### src/rtl/bcd_to_grey4_df.sv
// bcd_to_grey4_df: registered BCD-to-Gray converter with DIGITS independent 4-bit lanes.
//
// Each lane k takes d = bcd[4k+3:4k] and produces g = d ^ (d >> 1).
// Codes 10-15 use the same rule and are not zeroed.
// Latency is one cycle. grey and err only change on accepted samples (in_valid=1).
//
// Ports:
//   clk       in   1         rising-edge clock
//   rst_n     in   1         asynchronous active-low reset
//   in_valid  in   1         bcd is sampled when high
//   bcd       in   4*DIGITS  packed digits; lane k at [4k+3:4k]
//   grey      out  4*DIGITS  packed Gray codes, same lane layout as bcd
//   out_valid out  1         one-cycle strobe marking a fresh grey
//   err       out  1         some sampled digit was > 9
//
// Optional feature, macro BCD_CHECK_EN:
//   When defined, err is registered with grey and holds with it.
//   When undefined, err is tied to 0 and no comparators are built.

module bcd_to_grey4_df #(
  parameter int unsigned DIGITS = 1
) (
  input  logic                  clk,
  input  logic                  rst_n,
  input  logic                  in_valid,
  input  logic [4*DIGITS-1:0]   bcd,
  output logic [4*DIGITS-1:0]   grey,
  output logic                  out_valid,
  output logic                  err
);

  localparam int unsigned LANE_W = 4;
  localparam int unsigned W      = LANE_W * DIGITS;

  logic [W-1:0] grey_nxt_c;

  // Per-lane reflected-binary conversion; lanes never interact.
  always_comb begin
    grey_nxt_c = '0;
    for (int k = 0; k < int'(DIGITS); k++) begin
      grey_nxt_c[k*LANE_W +: LANE_W] =
        bcd[k*LANE_W +: LANE_W] ^ (bcd[k*LANE_W +: LANE_W] >> 1);
    end
  end

  // Result register: load on accepted sample, otherwise hold. The strobe drops when idle.
  always_ff @(posedge clk or negedge rst_n) begin
    if (!rst_n) begin
      grey      <= '0;
      out_valid <= 1'b0;
    end else begin
      out_valid <= in_valid;
      if (in_valid) begin
        grey <= grey_nxt_c;
      end
    end
  end

`ifdef BCD_CHECK_EN
  logic bad_c;
  logic err_q;

  // Flag any lane whose digit falls outside the decimal range 0..9.
  always_comb begin
    bad_c = 1'b0;
    for (int k = 0; k < int'(DIGITS); k++) begin
      if (bcd[k*LANE_W +: LANE_W] > LANE_W'(9)) begin
        bad_c = 1'b1;
      end
    end
  end

  // err follows the same load/hold rule as grey.
  always_ff @(posedge clk or negedge rst_n) begin
    if (!rst_n) begin
      err_q <= 1'b0;
    end else if (in_valid) begin
      err_q <= bad_c;
    end
  end

  assign err = err_q;
`else
  assign err = 1'b0;
`endif

endmodule

### config.mk
export PLATFORM = sky130hd
export DESIGN_NAME = bcd_to_grey4_df
export DESIGN_NICKNAME = d
export VERILOG_FILES = /design/src/rtl/bcd_to_grey4_df.sv
export SDC_FILE = /design/constraint.sdc
export NUM_CORES = 1
export LEC_CHECK = 0
export ABC_AREA = 1
export BUFFER_PORTS_ARGS = -buffer_cell sky130_fd_sc_hd__buf_2
export CORE_AREA = 2 2 39 41
export CTS_CLUSTER_SIZE = 25
export DETAILED_ROUTE_END_ITERATION = 6
export DIE_AREA = 0 0 41 43
export SLEW_MARGIN = 20
export SYNTH_ARGS = -nofsm -noshare
export SYNTH_HDL_FRONTEND = slang
export SYNTH_SLANG_ARGS = --single-unit
export TNS_END_PERCENT = 1
### constraint.sdc
create_clock -name clk -period 0.8 [get_ports clk]
set_input_delay 0.04 -clock clk [delete_from_list [all_inputs] [get_ports clk]]
set_output_delay 0.04 -clock clk [all_outputs]
set_load 0.005 [all_outputs]
==> results of run 1 <==
-- kinds of logic (layout without fill, tap and decap cells) --
family	after synthesis	count (layout)	synth area share [%]
AND/OR/NAND/NOR	16	16	28.0
buffers and inverters	6	24	11.5
flip-flops	5	5	54.9
other	1	1	1.65
AO/OA/AOI/OAI	1	1	3.85
-- worst paths after layout --
check | from | endpoint | slack (ns) | depth (start not counted)
max in group asynchronous | rst_n | grey[1] | 0.52 | 2
min reg2reg | grey[0] | grey[0] | 0.47 | 2
min in group asynchronous | rst_n | out_valid | 0.15 | 2
max reg2reg | grey[1] | grey[1] | 0.08 | 3
max | grey[1] | grey[1] | 0.02 | 1
min | bcd[3] | grey[3] | 0.08 | 3
-- timing repair --
action	in CTS	in global routing
cloned	0	0
pin swaps	0	0
hold endpoints to repair	6	0
buffers inserted	1	1
gates resized for setup	0	2
endpoints found under the setup margin	1	6
hold buffers	2	0
-- metal layers --
layer  global-route usage (%)  part of all wire, %
met5                        0                    0
met2                     8.44                   39
met4                     12.0                  7.3
met1                     7.44                   44
met3                     3.14                  8.9
-- layout make-up --
class	count	area [sq um]	share of cell area [%]
Clock buffer	4	26.3	7.27
Inverter	5	21.3	5.88
Multi-Input combinational cell	18	76.3	21.1
Sequential cell	5	125	34.6
Tap cell	16	20.0	5.54
Timing Repair Buffer	15	92.6	25.6
-- per-stage QoR --
| stage | hold WS [ns] | instances |
|---|---|---|
| global placement | -0.139 | 55 |
| finish | 0.0820 | 63 |
| CTS | 0.0785 | 62 |
| floorplan | -0.256 | 29 |
| detailed placement | -0.139 | 55 |
| global route | 0.0929 | 63 |
-- worst min-delay path, delay by kind of cell --
| family | cells | cell delay, ns |
|---|---|---|
| buffers and inverters | 2 | 0.18 |
| AO/OA/AOI/OAI | 1 | 0.06 |
-- cells in the final DEF (no fill, tap or decap) --
master	instances
o21ai_2	1
buf_2	10
clkbuf_1	1
buf_4	3
nand3_1	3
inv_4	1
conb_1	1
dlygate4sd3_1	2
inv_1	4
clkbuf_4	3
dfrtp_1	5
nand2_1	13
-- power groups by stage --
stage / clock network (uW) / registers [uW] / logic (uW)
global placement: 0 / 290 / 92.5
finish: 289 / 288 / 117
CTS: 305 / 288 / 109
floorplan: 0 / 294 / 40.2
global route: 322 / 289 / 133
detailed placement: 0 / 291 / 93.2
-- registers in the layout, indices dropped and copies added, names as in the netlist --
name	count
out_valid	1
grey	4
==> flow_summary.json, run 1 <==
{
  "clk_pin_slew_worst_paths_ns": 0.04,
  "synthMostInstantiatedCell": "nand2_1",
  "p_int_uw": 527,
  "wl_per_cell_microns": 7.87,
  "net-switching-power_uw": 166,
  "timing.critical_path.to_type": "output port",
  "fmax_ghz": 1.28,
  "htree_num_levels": 1,
  "dpl_cell_area_sq_um": 295,
  "timing_worst_setup_path_type": "reg2out",
  "drt_first_iter_violations": 1,
  "grt_pass1_wl_microns": 752,
  "synth.yosys.seq_area_share_pct": 54.9,
  "fp.dieH_microns": 43,
  "via_per_inst": 3.51,
  "cts.root.buffer_cell": "clkbuf_4",
  "ys_ff_latch": 5,
  "switching_power_as_a_share_of_total_power_pct": 23.9,
  "grt_setup_unrepaired": "true",
  "count_of_nets_left_with_antenna_violations_after_detail_routing": 0,
  "clockPowerShare_pct": 41.7,
  "floorplan.rows": 14,
  "first_global_vias": 182,
  "setup_total_negative_slack_ns": 0,
  "netlist_area_sq_um": 228,
  "drc_errors": 0,
  "clkSinkCount": 5,
  "synth_edf_count": 0,
  "yosys.area.top_type": "dfrtp_1",
  "worstPathMaxFanout": 2,
  "cp.arrival_ns": 0.74,
  "drt_pre_antenna_iters": 3,
  "synthTopCellsByCount": "nand2_1 (13), dfrtp_1 (5), inv_1 (4), nand3_1 (3)",
  "synthesized_netlist_net_count": 36,
  "fillers": 163,
  "detailroute.via_count": 221,
  "start_util_pct": 16.5,
  "ant_diodes": 0,
  "synth.distinct_cells": 8,
  "max_capacitance_violation_count": 0,
  "dp_worst_setup_slack_ns": 0.205,
  "final_hold_viol_count": 0,
  "yosys_warns": 0,
  "clk_latency_ns": 0.24,
  "synth_top_cells_by_area": "dfrtp_1 (55%), nand2_1 (21%), nand3_1 (6.6%)",
  "drt-total-wl_microns": 496,
  "finish.net_count": 55,
  "count_of_port_buffers_added_during_placement": 11,
  "period_share_pct": 97.9,
  "netlist_instances": 29,
  "finalMaxSlewViolations": 0,
  "gp_congestion": 0.656,
  "placeableCoreArea_sq_um": 1380,
  "initial_antenna_violation_count": 0,
  "gr-total-overflow": 0,
  "ys_dominant_reg_cell": "dfrtp_1",
  "crit_family": "flip-flops",
  "power.share.combinational_pct": 16.8,
  "crit_chain": "buf_2",
  "vdd_ir_drop_max_v": 0.000333,
  "pin_count_of_the_biggest_net_entering_global_routing": 6,
  "area_delta_synth_final_pct": 58.8,
  "fp.dieArea_sq_um": 1760,
  "share_seq_of_total_power_pct": 41.5,
  "postLayoutCellArea_sq_um": 362,
  "run_status": "complete, no violations",
  "clock_tree_from_tritoncts": "yes",
  "die-width_microns": 41,
  "synth_top_area_share_pct": 54.9,
  "crit_required_ns": 0.76,
  "clock-skew-final_ns": 0,
  "final_layout_size_suffix_gt1_share_pct": 38.3,
  "async_reset_ff_share_pct": 100,
  "synthesis.area_per_instance_sq_um": 7.85,
  "setup.worst_path.start_class": "register",
  "cts_inserted_buffers": 3,
  "final.setup.worst_slack_ns": 0.0168,
  "setup_viol": 0,
  "post-route-util_pct": 26.1,
  "critical_path.n_buffers_inverters": 1,
  "maximum_single_stage_delay_on_the_critical_path_ns": 0.37,
  "hp-class": "in2reg",
  "p_leak_uw": 0.000210,
  "final_period_minus_worst_setup_slack_ns": 0.783,
  "finalPower_uw": 693,
  "ctsLongestPathBuffers": 2,
  "power.density_cell_area_nw_per_um2": 1920,
  "critical_path_cell_with_the_highest_stage_delay": "dfrtp_1",
  "grt_util_all_layers_pct": 7.44,
  "floorplan.io_pins": 13
}
No activity file was read; power rests on OpenSTA's default activity.
==> run 2: changes to the inputs <==
==> constraint.sdc (replaced) <==
create_clock -name clk -period 0.8 [get_ports clk]
set_input_delay 0 -clock clk [delete_from_list [all_inputs] [get_ports clk]]
set_output_delay 0 -clock clk [all_outputs]
set_load 0.005 [all_outputs]
==> run 2 against run 1 <==
Net effect: power fell by 2.4%; register-to-register slack improved by 0.11 ns; non-clock buffer count shrank 2; combinational power shrank 16%; sequential power hardly changed; flip-flop and latch count stayed put; largest cell class unchanged; largest power group unchanged.
==> flow_summary.json, run 2 (synthesis results as in run 1) <==
{
  "fillers": 166,
  "detailroute.via_count": 218,
  "cp.arrival_ns": 0.75,
  "floorplan.io_pins": 13,
  "grt_util_all_layers_pct": 7.44,
  "clock_tree_from_tritoncts": "yes",
  "initial_antenna_violation_count": 0,
  "crit_family": "flip-flops",
  "critical_path_cell_with_the_highest_stage_delay": "dfrtp_1",
  "setup_viol": 0,
  "period_share_pct": 93.2,
  "power.density_cell_area_nw_per_um2": 1980,
  "finalMaxSlewViolations": 0,
  "maximum_single_stage_delay_on_the_critical_path_ns": 0.38,
  "hp-class": "in2reg",
  "drc_errors": 0,
  "ant_diodes": 0,
  "floorplan.rows": 14,
  "ctsHoldBuffers": 2,
  "placeableCoreArea_sq_um": 1380,
  "clkSinkCount": 5,
  "final_layout_size_suffix_gt1_share_pct": 35.6,
  "die-width_microns": 41,
  "cts_inserted_buffers": 3,
  "fp.dieArea_sq_um": 1760,
  "timing.critical_path.to_type": "output port",
  "max_capacitance_violation_count": 0,
  "critical_path.n_buffers_inverters": 1,
  "timing_worst_setup_path_type": "reg2out",
  "clk_pin_slew_worst_paths_ns": 0.04,
  "finish.net_count": 53,
  "final_period_minus_worst_setup_slack_ns": 0.746,
  "fmax_ghz": 1.34,
  "crit_required_ns": 0.80,
  "grt_pass1_wl_microns": 752,
  "top_regs": "grey (4), out_valid (1)",
  "mostFrequentLayoutCell": "nand2_1",
  "worstPathMaxFanout": 2,
  "rr_startpoint": "grey[1]",
  "pin_count_of_the_biggest_net_entering_global_routing": 6,
  "drt_first_iter_violations": 3,
  "htree_num_levels": 1,
  "ctsLongestPathBuffers": 2,
  "ff2ff_setup_slack_ns": 0.19,
  "grt_setup_unrepaired": "false",
  "worstSetupStartpoint": "grey[1]",
  "first_global_vias": 181,
  "finalPower_uw": 676,
  "gp_congestion": 0.656,
  "via_per_inst": 3.57,
  "setup_total_negative_slack_ns": 0,
  "cts.root.buffer_cell": "clkbuf_4",
  "postCtsSetupBuffers": 0,
  "vdd_ir_drop_max_v": 0.000325,
  "drt_pre_antenna_iters": 3,
  "count_of_nets_left_with_antenna_violations_after_detail_routing": 0,
  "largest_reg_flops": 4,
  "crit_chain": "buf_2",
  "drt-total-wl_microns": 477,
  "setup.worst_path.start_class": "register",
  "fp.dieH_microns": 43,
  "clock-skew-final_ns": 0,
  "run_status": "complete, no violations",
  "count_of_port_buffers_added_during_placement": 11,
  "ctsResizeCount": 0,
  "start_util_pct": 16.5,
  "hold_slack_ns": 0.0426,
  "clk_latency_ns": 0.24,
  "hold_path_startpoint": "bcd[3]",
  "most-common-layout-cells": "nand2_1 (13), buf_2 (11), dfrtp_1 (5), inv_1 (4)",
  "largest-register": "grey",
  "final_hold_viol_count": 0,
  "gr-total-overflow": 0,
  "area_delta_synth_final_pct": 50.0,
  "wl_per_cell_microns": 7.82,
  "p_leak_uw": 0.000199
}
-- run 2: power breakdown --
group | internal [uW] | switching [uW]
Clock | 188 | 101
Sequential | 277 | 10.6
Combinational | 48.4 | 50.4
-- run 2: worst register-to-register path, cell delays in order, from the launching register on --
cell     delay [ns]
dfrtp_1        0.38
nand2_1        0.07
nand2_1        0.05
-- run 2: path summary, 6_finish.rpt --
kind / endpoint / depth (start not counted)
worst max-delay path: grey[1] / 1
worst min-delay path: grey[3] / 3
worst max register to register: grey[1] / 2
worst min register to register: grey[3] / 2
max in group asynchronous: grey[1] / 2
min in group asynchronous: out_valid / 2
-- run 2: area by class of cell --
class	instances	area (sq um)	share of cell area, %
multi-input combinational	18	76.3	22.3
inverter	5	18.8	5.49
timing repair buffer	13	75.1	22.0
clock buffer	4	26.3	7.69
sequential	5	125	36.6
tap	16	20.0	5.86
-- run 2: routing by layer --
| metal | vias up | track usage, % | part of all wire (%) |
|---|---|---|---|
| met1 | 85 | 7.44 | 43 |
| met2 | 13 | 8.44 | 40 |
| met4 | 0 | 12.0 | 7.5 |
| met3 | 4 | 3.14 | 9.2 |
| li1 | 116 | - | - |
| met5 | - | 0 | 0 |
-- run 2: metrics by stage --
step	utilization, %	instance area, sq um	setup slack, ns	instances
finish	24.7	342	0.0541	61
global route	24.7	342	0.0138	61
CTS	24.7	342	0.0379	61
detailed placement	21.3	295	0.205	55
global placement	21.3	295	0.213	55
floorplan	-	228	0.197	29
==> run 3: changes to the inputs <==
- RECOVER_POWER: not set -> 50
- REMOVE_ABC_BUFFERS: not set -> 1
==> run 3 against run 2 <==
Net effect: highest routed layer unchanged; clock-buffer cell count unchanged; largest power group unchanged; non-clock buffer count unchanged; clock power is essentially flat.
==> flow_summary.json, run 3 (synthesis results as in run 1) <==
{
  "setup_total_negative_slack_ns": 0,
  "count_of_nets_left_with_antenna_violations_after_detail_routing": 0,
  "fp.dieArea_sq_um": 1760,
  "hold_path_startpoint": "bcd[2]",
  "largest_reg_flops": 4,
  "setup.worst_path.start_class": "register",
  "clkSinkCount": 5,
  "critical_path.n_buffers_inverters": 1,
  "ctsResizeCount": 0,
  "pin_count_of_the_biggest_net_entering_global_routing": 6,
  "clock-skew-final_ns": 0,
  "mostFrequentLayoutCell": "nand2_1",
  "drt_first_iter_violations": 15,
  "postCtsSetupBuffers": 0,
  "most-common-layout-cells": "nand2_1 (13), buf_2 (10), dfrtp_1 (5), inv_1 (4)",
  "final_layout_size_suffix_gt1_share_pct": 33.3,
  "finalMaxSlewViolations": 0,
  "power.share.combinational_pct": 14.6,
  "cts_inserted_buffers": 3,
  "grt_setup_unrepaired": "false",
  "die-width_microns": 41,
  "r2r.worst_path.cells": 2,
  "via_per_inst": 3.44,
  "post-dp-hpwl_microns": 368,
  "detailroute.via_count": 210,
  "drt-total-wl_microns": 475,
  "final_period_minus_worst_setup_slack_ns": 0.741,
  "cp.arrival_ns": 0.74,
  "first_global_vias": 193,
  "initial_antenna_violation_count": 0,
  "vdd_ir_drop_max_v": 0.000413,
  "crit_chain": "buf_2",
  "switching_power_as_a_share_of_total_power_pct": 24.1,
  "fmax_ghz": 1.35,
  "post-route-util_pct": 24.6,
  "rr_startpoint": "grey[1]",
  "floorplan.rows": 14,
  "ctsHoldBuffers": 2,
  "crit_family": "flip-flops",
  "share_seq_of_total_power_pct": 42.4,
  "count_of_port_buffers_added_during_placement": 11,
  "hp-class": "in2reg",
  "hold_depth": 4,
  "final_hold_viol_count": 0,
  "wl_per_cell_microns": 7.79,
  "gp_congestion": 0.677,
  "fp.dieH_microns": 43,
  "top_regs": "grey (4), out_valid (1)",
  "drc_errors": 0,
  "htree_num_levels": 1,
  "p_int_uw": 513,
  "min_delay_worst_endpoint": "grey[1]",
  "ant_diodes": 0,
  "drt_pre_antenna_iters": 4,
  "grt_util_all_layers_pct": 7.16,
  "clk_pin_slew_worst_paths_ns": 0.04,
  "ctsLongestPathBuffers": 2,
  "clk_latency_ns": 0.24,
  "net-switching-power_uw": 163,
  "max_capacitance_violation_count": 0,
  "power.density_cell_area_nw_per_um2": 1990,
  "worstPathMaxFanout": 2,
  "crit_required_ns": 0.80,
  "largest-register": "grey",
  "placeableCoreArea_sq_um": 1380,
  "gr-total-overflow": 0,
  "setup_viol": 0,
  "critical_path_cell_with_the_highest_stage_delay": "dfrtp_1",
  "period_share_pct": 92.6,
  "ff2ff_setup_slack_ns": 0.19,
  "p_leak_uw": 0.000197,
  "area_delta_synth_final_pct": 49.5,
  "clockPowerShare_pct": 43.0,
  "clock_tree_from_tritoncts": "yes",
  "grt_pass1_wl_microns": 724,
  "run_status": "complete, no violations",
  "finish.net_count": 53,
  "floorplan.io_pins": 13,
  "worstReg2RegEnd": "grey[1]",
  "cts.root.buffer_cell": "clkbuf_4",
  "maximum_single_stage_delay_on_the_critical_path_ns": 0.37,
  "start_util_pct": 16.5,
  "timing.critical_path.to_type": "output port",
  "timing_worst_setup_path_type": "reg2out"
}
run 3: cell type report:
cell class	instances	area (sq um)
Inverter	5	18.8
Timing Repair Buffer	13	73.8
Sequential cell	5	125
Multi-Input combinational cell	18	76.3
Tap cell	16	20.0
Fill cell	163	1040
Clock buffer	4	26.3
run 3: routing by layer:
metal / up-vias / wire length [microns] / global-route usage [%]
met5: - / 0 / 0
met4: 0 / 14 / 12.0
met3: 2 / 40 / 3.14
met2: 11 / 196 / 7.19
met1: 82 / 223 / 7.82
li1: 115 / - / -
run 3: through the flow:
| step | cells | instance area, sq um | hold slack (ns) | setup WS [ns] | power (uW) |
|---|---|---|---|---|---|
| final | 61 | 340 | 0.0483 | 0.0589 | 676 |
| after global routing | 61 | 340 | 0.0532 | 0.0250 | 728 |
| after CTS | 61 | 342 | 0.0409 | 0.0518 | 694 |
| after detailed placement | 55 | 295 | -0.181 | 0.190 | 384 |
| after global placement | 55 | 295 | -0.182 | 0.206 | 383 |
| after floorplan | 28 | 220 | -0.296 | 0.197 | 331 |
run 3: how the worst max path moves through the flow:
stage / depth (start not counted) / to / startpoint
2_1_floorplan: 2 / grey[3] / grey[3]
3_3_place_gp: 2 / grey[3] / grey[3]
3_5_place_dp: 2 / grey[3] / grey[3]
4_1_cts: 1 / grey[1] / grey[1]
5_1_grt: 5 / grey[3] / in_valid
6_report: 1 / grey[1] / grey[1]
run 3: power groups by stage:
stage                     clock network, uW  registers (uW)  logic (uW)
after floorplan                           0             294        36.6
after global placement                    0             290        92.2
after detailed placement                  0             291        93.6
after CTS                               306             287         101
after global routing                    327             289         113
final                                   290             287        99.0
